**src/rtl/sipo_pkg.sv**
```systemverilog
// Shared types for the serial-to-parallel word receiver.
package sipo_pkg;

  typedef enum logic [1:0] {
    IDLE  = 2'd0,
    SHIFT = 2'd1,
    PAR   = 2'd2
  } state_e;

  // Bit counter must reach WIDTH (parity slot) without wrapping.
  function automatic int cnt_width(input int w);
    return $clog2(w + 2);
  endfunction

endpackage

```
**src/rtl/sipo_hold.sv**
```systemverilog
// Output holding register: valid/ready handshake, overrun pulse, parity flag.
module sipo_hold
  import sipo_pkg::*;
#(
  parameter int WIDTH = 8
) (
  input  logic             clk,
  input  logic             rst,
  input  logic             word_done_i,
  input  logic [WIDTH-1:0] word_i,
  input  logic             perr_i,
  input  logic             ready_i,
  output logic [WIDTH-1:0] dout_o,
  output logic             valid_o,
  output logic             parity_err_o,
  output logic             overrun_o
);

  logic [WIDTH-1:0] dout_q, dout_d;
  logic             valid_q, valid_d;
  logic             perr_q, perr_d;
  logic             ovr_q, ovr_d;

  always_comb begin
    dout_d  = dout_q;
    valid_d = valid_q;
    perr_d  = perr_q;
    ovr_d   = 1'b0;
    if (word_done_i) begin
      // A consumer taking the old word on this edge frees the slot for the new one.
      if (!valid_q || ready_i) begin
        dout_d  = word_i;
        valid_d = 1'b1;
        perr_d  = perr_i;
      end else begin
        ovr_d = 1'b1;
      end
    end else if (valid_q && ready_i) begin
      valid_d = 1'b0;
    end
  end

  always_ff @(posedge clk) begin
    if (rst) begin
      dout_q  <= '0;
      valid_q <= 1'b0;
      perr_q  <= 1'b0;
      ovr_q   <= 1'b0;
    end else begin
      dout_q  <= dout_d;
      valid_q <= valid_d;
      perr_q  <= perr_d;
      ovr_q   <= ovr_d;
    end
  end

  assign dout_o       = dout_q;
  assign valid_o      = valid_q;
  assign parity_err_o = perr_q;
  assign overrun_o    = ovr_q;

endmodule

```
**src/rtl/sipo.sv**
```systemverilog
// LSB-first serial-to-parallel receiver aligned by a sync marker.
// Define SIPO_PARITY_EN to receive and check a trailing even-parity bit.
module sipo
  import sipo_pkg::*;
#(
  parameter int WIDTH = 8
) (
  input  logic             clk,
  input  logic             rst,
  input  logic             ser,
  input  logic             ser_en,
  input  logic             sync,
  output logic [WIDTH-1:0] dout,
  output logic             valid,
  input  logic             ready,
  output logic             overrun,
  output logic             parity_err
);

  localparam int CW = cnt_width(WIDTH);

  state_e           state_q, state_d;
  logic [CW-1:0]    cnt_q, cnt_d;
  logic [WIDTH-1:0] sh_q, sh_d;
  logic             done;
  logic             perr;

  always_comb begin
    state_d = state_q;
    cnt_d   = cnt_q;
    sh_d    = sh_q;
    done    = 1'b0;
    perr    = 1'b0;
    if (ser_en) begin
      if (sync) begin
        // sync always restarts; any partial word is silently dropped
        sh_d    = '0;
        sh_d[0] = ser;
        cnt_d   = CW'(1);
        state_d = SHIFT;
      end else begin
        case (state_q)
          SHIFT: begin
            // bit k lands at index k: same result as shifting into the MSB and right-shifting
            for (int i = 0; i < WIDTH; i++)
              if (cnt_q == CW'(i)) sh_d[i] = ser;
            cnt_d = cnt_q + CW'(1);
            if (cnt_q == CW'(WIDTH - 1)) begin
`ifdef SIPO_PARITY_EN
              state_d = PAR;
`else
              done    = 1'b1;
              cnt_d   = '0;
              state_d = IDLE;
`endif
            end
          end
`ifdef SIPO_PARITY_EN
          PAR: begin
            done    = 1'b1;
            perr    = (^sh_q) ^ ser;
            cnt_d   = '0;
            state_d = IDLE;
          end
`endif
          default: ;
        endcase
      end
    end
  end

  always_ff @(posedge clk) begin
    if (rst) begin
      state_q <= IDLE;
      cnt_q   <= '0;
      sh_q    <= '0;
    end else begin
      state_q <= state_d;
      cnt_q   <= cnt_d;
      sh_q    <= sh_d;
    end
  end

  sipo_hold #(.WIDTH(WIDTH)) u_hold (
    .clk          (clk),
    .rst          (rst),
    .word_done_i  (done),
    .word_i       (sh_d),
    .perr_i       (perr),
    .ready_i      (ready),
    .dout_o       (dout),
    .valid_o      (valid),
    .parity_err_o (parity_err),
    .overrun_o    (overrun)
  );

endmodule

```
**config.mk**
```make
export PLATFORM = sky130hd
export DESIGN_NAME = sipo
export DESIGN_NICKNAME = d
export VERILOG_FILES = /design/src/rtl/sipo_pkg.sv /design/src/rtl/sipo_hold.sv /design/src/rtl/sipo.sv
export SDC_FILE = /design/constraint.sdc
export NUM_CORES = 1
export LEC_CHECK = 0
export CAP_MARGIN = 0
export CELL_PAD_IN_SITES_DETAIL_PLACEMENT = 0
export CELL_PAD_IN_SITES_GLOBAL_PLACEMENT = 2
export CORE_UTILIZATION = 30
export CTS_CLUSTER_SIZE = 28
export DETAILED_ROUTE_END_ITERATION = 12
export GPL_ROUTABILITY_DRIVEN = 0
export GPL_TIMING_DRIVEN = 0
export MAX_ROUTING_LAYER = met4
export PLACE_DENSITY = 0.82
export SYNTH_ARGS = -nofsm -noshare
export SYNTH_HDL_FRONTEND = slang
export SYNTH_HIERARCHICAL = 1
export SYNTH_SLANG_ARGS = --single-unit
```
**constraint.sdc**
```tcl
create_clock -name clk -period 1.5 [get_ports clk]
set_input_delay 0.3 -clock clk [delete_from_list [all_inputs] [get_ports clk]]
set_output_delay 0.3 -clock clk [all_outputs]
set_load 0.005 [all_outputs]
```
Word-level counts from Yosys, hierarchy flattened

Cells that the tools add are included.

Output and inout bits: 11
Input bits: 6
Memories: 0
Memory bits (writable): 0
Register bits after elaboration: 24
Word-level logic and storage cells: 54
Latch bits: 0
Memory bits (read-only): 0

Bitwise gates (word level): 1
Shift operators: 0
Add/subtract/negate cells: 1
$mul: 0
Reduce and logical (&&, ||, !) cells: 12
Div/mod/pow operators: 0
Order comparisons: 0
Equal/unequal tests: 9
Mux-type cells: 25

Operators with widths:

| cell                                                                     | count |
|---|---|
| 8-bit two-way mux                                                        | 3 |
| 4-bit by 3-bit == test with 1-bit output (second input constant)         | 4 |
| 1-bit two-way mux                                                        | 16 |
| 4-bit two-way mux                                                        | 3 |
| 4-bit by 2-bit == test with 1-bit output (second input constant)         | 2 |
| 2-bit two-way mux                                                        | 3 |
| 2-bit AND reduction                                                      | 3 |
| 2-bit nonzero test                                                       | 3 |
| 4-bit by 1-bit adder with 4-bit output (second input constant)           | 1 |
| 4-bit by 1-bit == test with 1-bit output (second input constant)         | 1 |
| 4-bit logical NOT                                                        | 1 |
| 3-bit AND reduction                                                      | 1 |
| 2-bit by 1-bit == test with 1-bit output (second input constant)         | 1 |
| 2-bit by 1-bit inequality test with 1-bit output (second input constant) | 1 |
| 2-bit OR reduction                                                       | 1 |
| 1-bit logical AND                                                        | 1 |
| 1-bit logical NOT                                                        | 1 |
| 1-bit logical OR                                                         | 1 |
| 1-bit inverter                                                           | 1 |

Longest topological paths before layout

Word-level depth: 7
Gate-level depth with buffers: 7

Modules after synthesis

The synthesis kept the hierarchy.

Modules (own cells, without submodules):

| module    | area each (µm²) | cells an instance | seq. area each (µm²) | times used |
|---|---|---|---|---|
| sipo      | 834.6           | 101               | 260.2                | 1 |
| sipo_hold | 479.2           | 46                | 220.2                | 1 |

Worst setup path after synthesis

No wires, ideal clock.

Path kind: reg2reg
Start point: register cnt_q[0]
End point: register u_hold.dout_q[0] (netlist: u_hold/dout_o[0])
Setup slack: -0.129 ns
Stages on the path, launching flop included: 8
Data arrival time: 1.510 ns
Setup time: 0.119 ns
Cell sequence: dfxtp_1 inv_1 ha_1 and4bb_2 o21ai_2 mux2_2 nand2b_1 mux2i_1

Elaborated cells between the ends (all ways): 11

RTL lines:

| item                   | RTL line        | source |
|---|---|---|
| start, declared        | sipo.sv:23      | `logic [CW-1:0] cnt_q, cnt_d;` |
| start signal, assigned | sipo.sv:79      | `cnt_q <= cnt_d;` |
| 4-bit logical NOT      | sipo.sv:46      | `if (cnt_q == CW'(i)) sh_d[i] = ser;` |
| 1-bit two-way mux      | sipo.sv:46      |  |
| 8-bit two-way mux      | sipo.sv:42      | `case (state_q)` |
| 8-bit two-way mux      | sipo.sv:35      | `if (sync) begin` |
| 8-bit two-way mux      | sipo.sv:34      | `if (ser_en) begin` |
| named net sh_d[0]      | sipo.sv:24      | `logic [WIDTH-1:0] sh_q, sh_d;` |
| end signal, assigned   | sipo_hold.sv:50 | `dout_q <= dout_d;` |
| end, declared          | sipo_hold.sv:19 | `logic [WIDTH-1:0] dout_q, dout_d;` |

The timed path passes the listed nets, and every way through them passes these cells.
A chain may end at the register's enable or synchronous reset.

Worst setup path after layout

Start point: register cnt_q[1]
End point: register u_hold.dout_q[0] (netlist: u_hold/dout_o[0])

Same word-level chain as after synthesis.

==> impl_metrics.ini <==
[run_status]
status = finished, violations left
violations = negative setup slack

[power]
switching_share_pct = 23.6
power_mw = 1.31
p_switching_uw = 310
p_leak_nw = 0.659
peakVddDrop_uv = 508
p_comb_share_pct = 11.6
pwr-share-clk_pct = 39.0
p_per_area_nw_per_um2 = 722
seq_power_share_pct = 49.4
intPower_mw = 1.00

[sta]
final.setup_skew_ns = 0.00956
period_share_pct = 102
setup_violations = 1
report.final.slew_viol_count = 0
rsz0062_at_grt = true
hold_ws_ns = 0.474
fin_crit_ns = 1.53
finalSetupTns_ns = -0.0267
hold_viol = 0
setup_slack_ns = -0.0267
max_freq_ghz = 0.655

[routing]
num_vias = 1180
final_antenna_net_count = 0
drc = 0
via_per_inst = 5.13
first_pass_iters = 4
postRouteWirelength_um = 3360
wl_per_cell_um = 14.6
drt_iter0_markers = 47

[final_layout]
drive_above_1_share_pct = 26.1
diodes = 0
final_cell_count_no_fill = 230
synthToLayoutAreaGrowth_pct = 38.1
finalNetCount = 191
post-route-util_pct = 44.1
fillers = 405

[setup_path]
crit_path_end_kind = register
worst_ep_required_time_ns = 1.67
critPathKind = reg2reg
path_cells = inv_4, ha_4, and4bb_2, o21ai_4, mux2_4, nand2b_1, mux2i_1
crit_path_start = cnt_q[1]
crit_fanout = 4
rr_startpoint = cnt_q[1]
critPathMaxStageDelay_ns = 0.39
reg2reg_depth = 7
cpMaxStageDelayCell = dfxtp_4
cp-start-kind = register
cp.arrival_ns = 1.70

[floorplan]
die_area_um2 = 4650
start_util_pct = 31.9
die_w_um = 68.2
die_y_um = 68.2
ios = 17
rows = 23
core_um2 = 4120

[yosys]
seq_area_frac_synth_pct = 36.6
syn_area_um2 = 1310
synth_cell_types = 38
synth_top_area_share_pct = 36.6
synth_top_cell_by_area = dfxtp_1
synth_cells = 147
synth.cells.most_frequent = dfxtp_1 (24), nand2b_1 (20), a21oi_1 (15), mux2i_1 (10)
synthTopCellsByArea = dfxtp_1 (37%), nand2b_1 (9.5%), mux2i_1 (7.6%)
synth.most_common_cell = dfxtp_1
synth-main-ff-cell = dfxtp_1
synthArstFlopShare_pct = 0
yosys_register_bits = 24
ys_warn_count = 6
synth_enable_flop_cells = 0
syn_area_per_cell_um2 = 8.94
synth_nets = 157

[grt]
grt_usage_pct = 16.5
grt_pass1_vias = 1170
overflow = 0
grt_pass1_wl_um = 5480
grt_max_degree = 15
antenna_found_initial = 0

[clock_network]
cts_tree = yes
cts_buffers = 3
cts.path.max_buffers = 2
path_clk_slew_ns = 0.09
clock-root-buffer = clkbuf_8
clock_latency_ns = 0.27
clock_sinks = 24
cts_max_level = 1

[min_path]
hp-class = reg2reg
whs_path_depth = 2
hp-start = u_hold/parity_err_o

[placement]
io_buffer_count = 16
dpl.hpwl_um = 2260
dp_cells = 213

[job]
max-cap-violations = 0
## power groups by stage
stage	registers (mW)	logic, mW	clock network, mW
after floorplan	0.661	0.0794	0
after global placement	0.662	0.123	0
after detailed placement	0.662	0.126	0
after CTS	0.647	0.146	0.527
after global routing	0.648	0.166	0.556
final	0.647	0.152	0.511
## registers in the layout, summed over array words and instances (netlist names)
name,cells
u_hold/dout_o,8
u_hold/parity_err_o,1
u_hold/valid_o,1
state_q,1
cnt_q,4
sh_q,8
u_hold/overrun_o,1
## cell families after synthesis
logic type               after synthesis  synth area share (%)
AO/OA/AOI/OAI                         36                  17.0
AND/OR/NAND/NOR                       57                  27.3
adder cells (fa/ha/maj)                4                  3.81
buffers and inverters                 14                  6.57
flip-flops                            24                  36.6
other                                  1                 0.285
multiplexers                          11                  8.48
## cell usage in the layout (no fill, tap or decap), types with 2 or more instances in the layout
cell type and n:
a21oi_1 15, nor2_1 2, and3_1 4, nand2b_1 19, ha_4 2, inv_1 3
nand2_1 6, o21ai_1 4, o21ai_0 5, mux2i_1 10, and4bb_2 2, dlygate4sd2_1 2
buf_4 14, a32o_1 3, ha_2 2, dfxtp_1 21, clkdlybuf4s50_1 14, dfxtp_4 2
and2_1 2, clkbuf_8 3, nand3_1 5, inv_4 2, clkbuf_2 2, and4b_1 3
nand4_1 5, buf_6 6
## stage by stage
stage	setup WS (ns)	cell area, µm²
floorplan	-0.00403	1340
global route	-0.0627	1810
detailed placement	-0.561	1560
CTS	-0.0322	1750
finish	-0.0267	1810
global placement	-0.432	1560
## layer usage
| metal | global-route usage [%] | wire (µm) | part of all wire [%] |
|---|---|---|---|
| met5 | - | 0 | 0 |
| met4 | 3.13 | 10 | 0.30 |
| met3 | 4.17 | 73 | 2.2 |
| met2 | 29.0 | 1740 | 52 |
| met1 | 18.9 | 1530 | 46 |
## layout make-up
| cell class | count | area [µm²] | area share, % |
|---|---|---|---|
| multi-input cells | 109 | 832 | 45.9 |
| flip-flops and latches | 24 | 489 | 27.0 |
| repair buffers | 29 | 259 | 14.3 |
| plain buffers | 9 | 81.3 | 4.48 |
| clock buffers | 4 | 66.3 | 3.66 |
| well taps | 50 | 62.6 | 3.45 |
| inverters | 5 | 23.8 | 1.31 |
## timing repair
action / CTS / global route
hold buffers: 0 / 0
gates resized for setup: 19 / 11
setup buffers: 7 / 5
endpoints found under the setup margin: 9 / 8
gates cloned: 1 / 0
pin swaps: 3 / 2
## final timing paths
check                         to  slack (ns)
max reg2reg     u_hold/dout_o[0]       -0.03
max             u_hold/dout_o[0]       -0.03
min          u_hold/parity_err_o        0.47
min reg2reg  u_hold/parity_err_o        0.47
## worst max-delay path, delay by kind of cell (launching register included)
family / cells / cell delay (ns)
AO/OA/AOI/OAI: 1 / 0.15
AND/OR/NAND/NOR: 2 / 0.32
buffers and inverters: 1 / 0.05
multiplexers: 2 / 0.38
flip-flops: 1 / 0.39
adder cells (fa/ha/maj): 1 / 0.15
No activity file was read; power rests on OpenSTA's default activity.
